===== config.mk =====
export PLATFORM = sky130hd
export DESIGN_NAME = mem_arbiter
export DESIGN_NICKNAME = d
export VERILOG_FILES = /design/src/rtl/mem_arbiter.sv
export SDC_FILE = /design/constraint.sdc
export NUM_CORES = 1
export LEC_CHECK = 0
export BUFFER_PORTS_ARGS = -buffer_cell sky130_fd_sc_hd__buf_2
export CORE_MARGIN = 1.5
export CORE_UTILIZATION = 50
export DETAILED_ROUTE_END_ITERATION = 8
export PLACE_DENSITY_LB_ADDON = 0.1
export SLEW_MARGIN = 20
export SYNTH_ARGS = -nofsm -noshare
export SYNTH_HDL_FRONTEND = slang
export SYNTH_SLANG_ARGS = --single-unit

===== constraint.sdc =====
create_clock -name clk_i -period 3 [get_ports clk_i]
set_input_delay 0 -clock clk_i [delete_from_list [all_inputs] [get_ports clk_i]]
set_output_delay 0 -clock clk_i [all_outputs]
set_load 0.05 [all_outputs]

===== src/rtl/mem_arbiter.sv =====
// ---------------------------------------------------------------------------
// mem_arbiter
//   Arbitrates a fetch port (read-only) and a data port (read/write) onto a
//   single shared memory request/acknowledge bus.
//   - The data port normally wins. After STARVE_LIMIT data grants in a row
//     with a fetch request waiting, the fetch port wins once.
//   - A granted transaction holds every mem_* field until mem_ack_i arrives.
//     If no mem_ack_i arrives within TIMEOUT cycles, the transaction is
//     aborted and completes with err_o=1.
//   - The requester sees a one-cycle ack with read data, two cycles after
//     the memory acknowledge.
//
// Ports
//   clk_i, rst_i                  clock, asynchronous active-low reset
//   if_req_i/if_addr_i            fetch request and address
//   if_ack_o/if_rdata_o           fetch completion pulse and data
//   dm_req_i/dm_we_i/dm_addr_i/
//   dm_wdata_i/dm_wstrb_i         data request, direction, address, payload
//   dm_ack_o/dm_rdata_o           data completion pulse and read data
//   err_o                         timeout abort flag, valid with either ack
//   mem_req_o/mem_we_o/mem_addr_o/
//   mem_wdata_o/mem_wstrb_o       shared memory request bus
//   mem_ack_i/mem_rdata_i         memory completion pulse and read data
//   busy_o                        high whenever the FSM is not in IDLE
// ---------------------------------------------------------------------------
module mem_arbiter #(
  parameter int STARVE_LIMIT = 4,
  parameter int TIMEOUT      = 255
) (
  input  logic        clk_i,
  input  logic        rst_i,
  input  logic        if_req_i,
  input  logic [31:0] if_addr_i,
  output logic        if_ack_o,
  output logic [31:0] if_rdata_o,
  input  logic        dm_req_i,
  input  logic        dm_we_i,
  input  logic [31:0] dm_addr_i,
  input  logic [31:0] dm_wdata_i,
  input  logic [3:0]  dm_wstrb_i,
  output logic        dm_ack_o,
  output logic [31:0] dm_rdata_o,
  output logic        err_o,
  output logic        mem_req_o,
  output logic        mem_we_o,
  output logic [31:0] mem_addr_o,
  output logic [31:0] mem_wdata_o,
  output logic [3:0]  mem_wstrb_o,
  input  logic        mem_ack_i,
  input  logic [31:0] mem_rdata_i,
  output logic        busy_o
);

  // Width large enough to hold STARVE_LIMIT itself (saturation value).
  localparam int SW = (STARVE_LIMIT < 1) ? 1 : $clog2(STARVE_LIMIT + 1);

  typedef enum logic [1:0] {
    IDLE   = 2'd0,
    GNT_IF = 2'd1,
    GNT_DM = 2'd2,
    RESP   = 2'd3
  } state_t;

  state_t        r_state;
  logic          r_gnt_dm;     // 1 = current transaction belongs to data port
  logic          r_err_pend;   // transaction ended by timeout
  logic [SW-1:0] r_starve_cnt;
  logic [7:0]    r_tmo_cnt;
  logic [31:0]   r_rdata;      // data captured from memory on completion

  logic          r_mem_req;
  logic          r_mem_we;
  logic [31:0]   r_mem_addr;
  logic [31:0]   r_mem_wdata;
  logic [3:0]    r_mem_wstrb;

  logic          r_if_ack;
  logic          r_dm_ack;
  logic          r_err;
  logic [31:0]   r_if_rdata;
  logic [31:0]   r_dm_rdata;

  logic          w_ack_out;
  logic          w_pick_if;
  logic          w_tmo_hit;

  // The requester still holds its request during its own ack cycle, so IDLE
  // must not sample requests while an ack is on the outputs.
  assign w_ack_out = r_if_ack | r_dm_ack;
  assign w_pick_if = if_req_i && (!dm_req_i || (r_starve_cnt == SW'(STARVE_LIMIT)));
  assign w_tmo_hit = (r_tmo_cnt == 8'(TIMEOUT - 1));

  // NOTE: every register, including captured data and counters, is cleared
  // asynchronously; state updates use non-blocking assignments only.
  always_ff @(posedge clk_i or negedge rst_i) begin
    if (!rst_i) begin
      r_state      <= IDLE;
      r_gnt_dm     <= 1'b0;
      r_err_pend   <= 1'b0;
      r_starve_cnt <= '0;
      r_tmo_cnt    <= '0;
      r_rdata      <= '0;
      r_mem_req    <= 1'b0;
      r_mem_we     <= 1'b0;
      r_mem_addr   <= '0;
      r_mem_wdata  <= '0;
      r_mem_wstrb  <= '0;
      r_if_ack     <= 1'b0;
      r_dm_ack     <= 1'b0;
      r_err        <= 1'b0;
      r_if_rdata   <= '0;
      r_dm_rdata   <= '0;
    end else begin
      // Response outputs are single-cycle pulses unless RESP sets them.
      r_if_ack   <= 1'b0;
      r_dm_ack   <= 1'b0;
      r_err      <= 1'b0;
      r_if_rdata <= '0;
      r_dm_rdata <= '0;

      case (r_state)
        IDLE: begin
          if (!w_ack_out && (if_req_i || dm_req_i)) begin
            r_mem_req <= 1'b1;
            r_tmo_cnt <= '0;
            if (w_pick_if) begin
              r_state      <= GNT_IF;
              r_gnt_dm     <= 1'b0;
              r_mem_we     <= 1'b0;
              r_mem_addr   <= if_addr_i;
              r_mem_wdata  <= '0;
              r_mem_wstrb  <= '0;
              r_starve_cnt <= '0;
            end else begin
              r_state     <= GNT_DM;
              r_gnt_dm    <= 1'b1;
              r_mem_we    <= dm_we_i;
              r_mem_addr  <= dm_addr_i;
              r_mem_wdata <= dm_wdata_i;
              r_mem_wstrb <= dm_wstrb_i;
              // Only count grants that actually made the fetch port wait.
              if (if_req_i && (r_starve_cnt != SW'(STARVE_LIMIT)))
                r_starve_cnt <= r_starve_cnt + SW'(1);
            end
          end
        end

        GNT_IF, GNT_DM: begin
          // An ack on the expiry cycle is checked first, so it wins.
          if (mem_ack_i || w_tmo_hit) begin
            r_state     <= RESP;
            r_mem_req   <= 1'b0;
            r_mem_we    <= 1'b0;
            r_mem_addr  <= '0;
            r_mem_wdata <= '0;
            r_mem_wstrb <= '0;
            r_err_pend  <= !mem_ack_i;
            r_rdata     <= (mem_ack_i && !r_mem_we) ? mem_rdata_i : '0;
          end else begin
            r_tmo_cnt <= r_tmo_cnt + 8'd1;
          end
        end

        RESP: begin
          r_state    <= IDLE;
          r_if_ack   <= !r_gnt_dm;
          r_dm_ack   <= r_gnt_dm;
          r_err      <= r_err_pend;
          r_if_rdata <= r_gnt_dm ? '0 : r_rdata;
          r_dm_rdata <= r_gnt_dm ? r_rdata : '0;
          r_err_pend <= 1'b0;
        end

        default: r_state <= IDLE;
      endcase
    end
  end

  assign if_ack_o    = r_if_ack;
  assign if_rdata_o  = r_if_rdata;
  assign dm_ack_o    = r_dm_ack;
  assign dm_rdata_o  = r_dm_rdata;
  assign err_o       = r_err;
  assign mem_req_o   = r_mem_req;
  assign mem_we_o    = r_mem_we;
  assign mem_addr_o  = r_mem_addr;
  assign mem_wdata_o = r_mem_wdata;
  assign mem_wstrb_o = r_mem_wstrb;
  assign busy_o      = (r_state != IDLE);

endmodule


==> results of run 1 <==
## critical path, stage by stage (launching register included)
cell	delay [ns]
dfrtp_1	0.38
inv_1	0.07
ha_1	0.23
a21boi_2	0.18
nand2b_2	0.57
buf_4	0.32
mux2i_1	0.28
dlygate4sd3_1	0.61
o2bb2ai_1	0.08
## path summary, 6_finish.rpt
| path | end |
|---|---|
| min in group asynchronous | dm_rdata_o[10]$_DFF_PN0_ |
| max | mem_addr_o[8]$_DFFE_PN0P_ |
| max reg2reg | mem_addr_o[8]$_DFFE_PN0P_ |
| max in group asynchronous | mem_wdata_o[28]$_DFFE_PN0P_ |
| min reg2reg | r_rdata[28]$_DFFE_PN0P_ |
| min | r_starve_cnt[0]$_DFFE_PN0P_ |
## cell usage after synthesis
cell type	instances
a211o_1	3
o21ai_2	1
a21oi_1	3
and3_1	32
buf_8	1
o2bb2ai_1	21
mux2i_1	35
clkbuf_1	26
or3_1	3
xnor2_1	2
o21ai_0	12
nand2_1	11
o2bb2ai_2	10
nor2_2	2
a22o_1	35
nor2_1	2
a41oi_1	1
nand4b_1	1
ha_1	7
buf_2	15
or4b_1	1
o21a_1	1
a31oi_4	1
and4b_1	32
buf_4	1
dfrtp_1	184
nor4b_1	3
nand3_1	6
inv_1	13
o31ai_1	3
a21boi_2	1
or2_1	2
and2_1	34
nand4_2	1
a21o_1	35
nand2b_1	4
a31oi_1	1
nor2b_1	4
mux2_2	1
nor3b_1	1
buf_6	2
o22ai_1	3
o211ai_1	1
## layer usage
metal	up-vias	routed length, um	share of wire, %	GRT usage [%]
li1	2820	-	-	-
met1	3073	8429	40	33.56
met2	232	11050	52	48.38
met3	54	957	4.5	5.198
met4	0	765	3.6	11.83
met5	-	0	0	0
## cell usage in the layout, fill, tap and decap left out, drive strengths merged, types with 3 or more instances in the layout
master       count
a211o            3
a21o            35
a21oi            3
a22o            35
and2            34
and3            32
and4b           32
buf            288
clkbuf          22
clkinv           5
dfrtp          184
dlygate4sd3    136
ha               7
inv             14
mux2i           35
nand2           11
nand2b           4
nand3            6
nor2             4
nor2b            4
nor4b            3
o21ai           13
o22ai            3
o2bb2ai         31
o31ai            3
or3              3
## per-stage QoR
stage	util [%]	worst slack, ns
final	74.56	0.1467
after global routing	74.56	0.08456
after CTS	74.54	0.2739
after detailed placement	61.54	0.5537
after global placement	61.50	0.6722
after floorplan	-	1.149
## registers in the layout, summed over array words and instances (netlist names)
signal,cells
dm_rdata_o,32
if_rdata_o,32
mem_addr_o,32
mem_wdata_o,32
r_rdata,32
r_tmo_cnt,8
mem_wstrb_o,4
r_starve_cnt,3
r_state,2
dm_ack_o,1
err_o,1
if_ack_o,1
mem_req_o,1
mem_we_o,1
r_err_pend,1
r_gnt_dm,1
## cells by family (layout without fill, tap and decap cells)
family | after synthesis | count (layout)
compound gates | 132 | 132
xor+xnor | 2 | 2
fa+ha+maj | 7 | 7
buf+inv | 58 | 467
flops | 184 | 184
mux | 36 | 36
other cells | 0 | 1
simple gates | 139 | 139
## final cells by class
type	instances	area, sq um
diodes	1	2.502
fillers	989	3697
multi-input cells	316	2567
inverters	13	48.80
flip-flops and latches	184	4604
clock inverters	8	75.07
well taps	184	230.2
clock buffers	22	454.2
repair buffers	424	2854
## power by group
group / internal [mW] / switching [mW] / total, mW / leakage, nW
Combinational: 1.66 / 4.02 / 5.67 / 3.36
Sequential: 3.34 / 0.554 / 3.90 / 2.48
Clock: 1.15 / 0.897 / 2.05 / 0.260
==> results_dict.tcl, run 1 <==
set metrics [dict create \
    status "complete, no violations" \
    fp.dieH_um 124.9 \
    grt_overflow 0 \
    whs_path_depth 3 \
    rsz0062_at_grt "no" \
    drive_gt1_share_pct 34.54 \
    end_kind "flop" \
    track_usage_pct 27.66 \
    rows 44 \
    fin_crit_sh_pct 95.11 \
    cts_root_buffer "clkbuf_16" \
    crit_required_ns 3.29 \
    drt_iter0_markers 339 \
    synthCells 558 \
    wl_per_cell_um 18.40 \
    slew_headroom_pct 29.53 \
    worst_slew_pin_slew_ns 1.057 \
    grt_max_degree 70 \
    floorplan.die_area_sq_um 15590 \
    hold_viol 0 \
    r2r-start "r_starve_cnt[0]$_DFFE_PN0P_" \
    min_period_ns 2.853 \
    synth.cell_area_sq_um 7426 \
    maxCapViolCount 0 \
    io_pins 276 \
    critical_path.max_fanout 19 \
    yosys-top-cells-area "dfrtp_1 (62%), mux2i_1 (4.7%), and4b_1 (4.3%)" \
    fin_cells 1152 \
    p_per_area_nw_per_um2 1072 \
    synth-compound-area-share_pct 15.05 \
    ir_worst_vdd_uv 819.9 \
    clkLatencyLatePin_ns 0.43 \
    clk_pin_slew_ns 0.06 \
    first_global_vias 6432 \
    synth.avg_cell_area_sq_um 13.31 \
    startpoint "r_starve_cnt[0]$_DFFE_PN0P_" \
    fin_setup_tns_ns 0 \
    synth-seq-area-share_pct 62.01 \
    cts_buffer_depth 2 \
    drc 0 \
    area_delta_synth_final_pct 45.93 \
    syn-num-nets 703 \
    cts_made_buffers 17 \
    grt_pass1_wl_um 33590 \
    first_pass_iters 4 \
    hold_path.class "in -> reg" \
    synth_top_family_by_area "compound AO/OA/AOI/OAI gates" \
    skew_ns 0.008807 \
    cp-start-kind "flop" \
    r2r_cells 8 \
    dpl.hpwl_um 12740 \
    gp_congestion 0.8132 \
    synth_xor_area_share_pct 0.2359 \
    power.leakage_nw 6.099 \
    max_freq_mhz 350.5 \
    core_sq_um 14530 \
    grt_antenna_before_repair 1 \
    hold_ws_ns 0.02430 \
    synthDistinctLibCells 43 \
    slew_violations 0 \
    cts_resized 0 \
    cts_tree "done" \
    worstPathArrival_ns 3.15 \
    viasPerCell 5.364 \
    cts_max_level 4 \
    path_class "reg -> reg" \
    ys_ff_latch 184 \
    synth_fa_ha_area_share_pct 1.179 \
    final_area_sq_um 10840 \
    nNetsFinal 1101 \
    yosysWarnings 0 \
    fin_total_pwr_mw 11.62 \
    yosys.area.top_type "dfrtp_1" \
    cts_setup_buffers 0 \
    port_buffers 275 \
    postCtsHoldBufs 136 \
    min_from "if_req_i" \
    drt_wl_total_um 21200 \
    vias 6179 \
    yosysTopAreaCellShare_pct 62.01 \
    setup_viol 0 \
    ant_nets 0 \
    clock-sinks 184 \
    synth-simple-area-share_pct 13.07 \
    synthMuxAreaShare_pct 4.869 \
    r2r_slack_ns 0.15 \
    dp_cells 985 \
    start_util_pct 51.09 \
    placed_area_sq_um 8944 \
    die_x_um 124.9 \
]
No activity file was read; power rests on OpenSTA's default activity.
==> run 2, diff against run 1 <==
- CORE_MARGIN: 1.5 -> 4
- CORE_UTILIZATION: 50 -> 49
- clock period: 3 -> 3.27 ns (I/O delays scaled with it)
==> run 2 against run 1 <==
Worst hold slack improved by 0.011 ns. Cell count did not move. Largest cell class unchanged. Combinational power down 7.6%. Total power decreased by 7.4%. Sequential share of layout area about the same. Global-route usage shrank 2.0 points. Clock power fell by 5%. Clock-buffer cell count down 3.
==> results_dict.tcl, run 2 (synthesis results as in run 1) <==
set metrics [dict create \
    final_common_cell "buf_2" \
    drt_wl_total_um 21630 \
    slew_headroom_pct 37.63 \
    gp_congestion 0.8326 \
    grt_overflow 0 \
    cts_setup_buffers 0 \
    ant_nets 0 \
    fillers 1005 \
    cp-start-kind "flop" \
    grt_antenna_before_repair 2 \
    cts_buffer_depth 2 \
    hold_ws_ns 0.03561 \
    port_buffers 275 \
    cts_made_buffers 17 \
    start_util_pct 50.52 \
    clk_pin_slew_ns 0.06 \
    final_cell_mix "buf_2 (274), dfrtp_1 (184), dlygate4sd3_1 (135)" \
    fin_setup_tns_ns 0 \
    worst_slew_pin_slew_ns 0.9355 \
    die_x_um 131.1 \
    cts_root_buffer "clkbuf_16" \
    nNetsFinal 1098 \
    core_sq_um 14700 \
    dp_cells 983 \
    grt_pass1_wl_um 35610 \
    path_class "reg -> reg" \
    ir_worst_vdd_uv 664.8 \
    hold_path.class "in -> reg" \
    area_delta_synth_final_pct 46.05 \
    floorplan.die_area_sq_um 17190 \
    worstPathArrival_ns 3.10 \
    clkLatencyLatePin_ns 0.42 \
    wl_per_cell_um 18.77 \
    clock-sinks 184 \
    pre_cts_ws_ns 0.6855 \
    rows 44 \
    fin_total_pwr_mw 10.76 \
    slew_violations 0 \
    cts_resized 0 \
    setup_viol 0 \
    drt_iter0_markers 360 \
    cts_tree "done" \
    fp.dieH_um 131.1 \
    cts_max_level 4 \
    critical_path.max_fanout 22 \
    postCtsHoldBufs 135 \
    viasPerCell 5.399 \
    max_freq_mhz 354.9 \
    maxCapViolCount 0 \
    dpl.hpwl_um 13310 \
    rsz0062_at_grt "no" \
    first_global_vias 6639 \
    drive_gt1_share_pct 34.99 \
    layout_setup_ws_ns 0.4523 \
    grt_max_degree 71 \
    hold_viol 0 \
    min_period_ns 2.818 \
    skew_ns 0.01117 \
    first_pass_iters 4 \
    power.leakage_nw 6.088 \
    track_usage_pct 25.64 \
    fin_cells 1152 \
    io_pins 276 \
    vias 6220 \
    drc 0 \
    end_kind "flop" \
    status "complete, no violations" \
    p_per_area_nw_per_um2 992.4 \
    crit_required_ns 3.56 \
    fin_crit_sh_pct 86.17 \
]
==> run 2: cell count changes in the layout (fill, tap and decap cells not counted), sizes merged <==
cell	delta
clkinvlp	+4
clkbuf	-3
inv	+3
buf	-2
clkinv	-2
diode	+1
dlygate4sd3	-1
==> run 2: stage by stage <==
step | utilization (%) | cell area (sq um)
after CTS | 73.75 | 10840
final | 73.78 | 10850
after floorplan | - | 7426
after global placement | 60.71 | 8924
after global routing | 73.78 | 10850
after detailed placement | 60.73 | 8926
==> run 2: worst max-delay path: stages (launching register included) <==
cell           delay [ns]
dfrtp_1              0.37
inv_1                0.07
ha_1                 0.23
a21boi_2             0.22
nand2b_2             0.41
buf_4                0.45
mux2i_1              0.25
dlygate4sd3_1        0.60
o2bb2ai_1            0.08
==> run 2: per-layer routing <==
| metal | global-route usage (%) | routed length, um | up-vias |
|---|---|---|---|
| li1 | - | - | 2818 |
| met1 | 30.54 | 8378 | 3093 |
| met2 | 44.21 | 11210 | 250 |
| met3 | 6.881 | 1273 | 59 |
| met4 | 10.91 | 766 | 0 |
| met5 | 0 | 0 | - |
==> run 2: cell type report <==
| cell class | instances | area, sq um | share of cell area [%] |
|---|---|---|---|
| Timing Repair Buffer | 421 | 2829 | 26.08 |
| Clock buffer | 19 | 442.9 | 4.084 |
| Antenna cell | 2 | 5.005 | 0.04615 |
| Sequential cell | 184 | 4604 | 42.46 |
| Inverter | 13 | 48.80 | 0.4499 |
| Clock inverter | 13 | 120.1 | 1.108 |
| Multi-Input combinational cell | 316 | 2565 | 23.65 |
| Tap cell | 184 | 230.2 | 2.123 |
==> run 2: path summary, 6_finish.rpt <==
path                            slack, ns                         from  cells past startpoint                     endpoint
max in group asynchronous            2.09                        rst_i                      3      r_rdata[29]$_DFFE_PN0P_
worst max-delay path                 0.45  r_starve_cnt[0]$_DFFE_PN0P_                      8    mem_addr_o[3]$_DFFE_PN0P_
worst max register to register       0.45  r_starve_cnt[0]$_DFFE_PN0P_                      8    mem_addr_o[3]$_DFFE_PN0P_
min in group asynchronous            0.15                        rst_i                      2      r_rdata[24]$_DFFE_PN0P_
worst min-delay path                 0.04                     if_req_i                      3  r_starve_cnt[2]$_DFFE_PN0P_
worst min register to register       0.49      r_rdata[20]$_DFFE_PN0P_                      1      r_rdata[20]$_DFFE_PN0P_
==> run 2: power by group <==
group | internal [mW] | total (mW) | switching, mW | leakage (nW)
sequential | 3.07 | 3.57 | 0.501 | 2.48
combinational | 1.52 | 5.24 | 3.72 | 3.35
clock | 1.08 | 1.95 | 0.875 | 0.264
==> run 3, diff against run 2 <==
- BUFFER_PORTS_ARGS: -buffer_cell sky130_fd_sc_hd__buf_2 -> default
- CORE_MARGIN: 4 -> 3
- CORE_UTILIZATION: 49 -> 50
- DONT_BUFFER_PORTS: default -> 1
- clock period: 3.27 -> 2.5 ns (I/O delays scaled with it)
==> run 3 against run 2 <==
The flow now finishes with violations (negative hold slack). Combinational power down 35%. Worst setup slack got worse by 0.32 ns. Global-route usage fell by 1.8 points. Via count shrank 17%. Total power rose by 27%. Maximum frequency rose by 19%. Worst hold slack worse by 0.76 ns. Sequential cell count did not move. Die area shrank 4.9%. Utilization is 6.0 points lower. Critical path type unchanged. Critical endpoint is now mem_addr_o[14]$_DFFE_PN0P_. Largest power group is now sequential cells.
==> results_dict.tcl, run 3 (synthesis results as in run 1) <==
set metrics [dict create \
    grt_max_degree 185 \
    dpl.hpwl_um 11400 \
    slew_headroom_pct 38.05 \
    fin_crit_sh_pct 94.84 \
    skew_ns 0.01002 \
    violations "negative hold slack" \
    grt_overflow 0 \
    n_antenna_cell 0 \
    grt_antenna_before_repair 0 \
    cts_setup_buffers 0 \
    met2_usage_pct 41.13 \
    layout_setup_ws_ns 0.1291 \
    viasPerCell 5.857 \
    hold_path.class "in -> async" \
    rows 43 \
    cts_root_buffer "clkbuf_16" \
    ir_worst_vdd_uv 977.3 \
    port_buffers 0 \
    max_freq_mhz 421.8 \
    io_pins 276 \
    min_period_ns 2.371 \
    hold_viol 184 \
    crit_required_ns 2.79 \
    final_cell_mix "dfrtp_1 (184), dlygate4sd3_1 (137), a21o_1 (35), mux2i_1 (35), a22o_1 (35)" \
    p_per_area_nw_per_um2 1420 \
    slew_violations 0 \
    dp_cells 708 \
    fin_total_pwr_mw 13.67 \
    first_global_vias 5462 \
    cts_max_level 4 \
    clk_pin_slew_ns 0.07 \
    area_delta_synth_final_pct 29.64 \
    use_met3_pct 6.292 \
    final_common_cell "dfrtp_1" \
    end_kind "flop" \
    fin_setup_tns_ns 0 \
    path_class "reg -> reg" \
    worst_slew_pin_slew_ns 0.9292 \
    pre_cts_ws_ns 0.3274 \
    worstPathArrival_ns 2.66 \
    grt_pass1_wl_um 30280 \
    status "finished, violations left" \
    fp.dieH_um 127.9 \
    start_util_pct 52.28 \
    cts_made_buffers 17 \
    nNetsFinal 831 \
    track_usage_pct 23.82 \
    fin_cells 879 \
    gp_congestion 0.7579 \
    ant_nets 0 \
    vias 5148 \
    drt_iter0_markers 289 \
    placed_area_sq_um 7584 \
    maxCapViolCount 0 \
    cp-start-kind "flop" \
    first_pass_iters 5 \
    core_sq_um 14200 \
    drt_wl_total_um 19600 \
    utilization_pct 67.78 \
    floorplan.die_area_sq_um 16350 \
    grt.busiest_layer "met2" \
    cts_buffer_depth 2 \
    drive_gt1_share_pct 9.585 \
    postCtsHoldBufs 138 \
    final_area_sq_um 9627 \
    critical_path.max_fanout 15 \
    power.leakage_nw 4.910 \
    clkLatencyLatePin_ns 0.42 \
    clock-sinks 184 \
    die_x_um 127.9 \
    cts_tree "done" \
    setup_viol 0 \
    met1_usage_pct 28.63 \
    hold_ws_ns -0.7284 \
    wl_per_cell_um 22.30 \
    drc 0 \
]
[run 3: cell count changes in the layout (fill, tap and decap cells not counted), moves of 3 or more]
cell / before / now
clkinvlp_4: 5 / 2
buf_4: 10 / 13
bufinv_16: 1 / 4
buf_2: 274 / 1
clkinv_4: 0 / 3
clkinv_2: 3 / 0
[run 3: area by class of cell]
cell class	count	area (sq um)
Sequential cell	184	4604
Inverter	13	48.80
Multi-Input combinational cell	316	2572
Tap cell	180	225.2
Timing Repair Buffer	154	1539
Fill cell	1024	4577
Clock inverter	12	190.2
Clock buffer	20	446.7
[run 3: final timing paths]
path / endpoint / cells past startpoint / startpoint / slack [ns]
worst max-delay path: mem_addr_o[14]$_DFFE_PN0P_ / 8 / r_starve_cnt[0]$_DFFE_PN0P_ / 0.13
worst min-delay path: dm_rdata_o[4]$_DFF_PN0_ / 0 / rst_i / -0.73
worst max register to register: mem_addr_o[14]$_DFFE_PN0P_ / 8 / r_starve_cnt[0]$_DFFE_PN0P_ / 0.13
worst min register to register: r_rdata[26]$_DFFE_PN0P_ / 1 / r_rdata[26]$_DFFE_PN0P_ / 0.49
max in group asynchronous: dm_rdata_o[25]$_DFF_PN0_ / 0 / rst_i / 3.01
min in group clk_i: r_gnt_dm$_DFFE_PN0P_ / 2 / if_req_i / 0.09
[run 3: power breakdown]
group | internal [mW] | switching (mW)
Combinational | 1.54 | 1.86
Clock | 1.72 | 1.15
Sequential | 3.96 | 3.44
Total | 7.22 | 6.46
[run 3: what timing repair did]
action | CTS | global route
hold endpoints to repair | 294 | 184
gates resized for setup | 0 | 1
endpoints found under the setup margin | 0 | 25
[run 3: worst max-delay path: stages, from the launching register on]
cell and delay, ns:
dfrtp_1 0.37, inv_1 0.07, ha_1 0.22, a21boi_2 0.22
nand2b_4 0.24, clkbuf_16 0.22, mux2i_1 0.26, dlygate4sd3_1 0.59
o2bb2ai_1 0.06
[run 3: metal layers]
layer  part of all wire, %  vias up
li1                      -     2274
met1                    39     2646
met2                    52      193
met3                   6.0       35
met4                   2.6        0
met5                     0        -
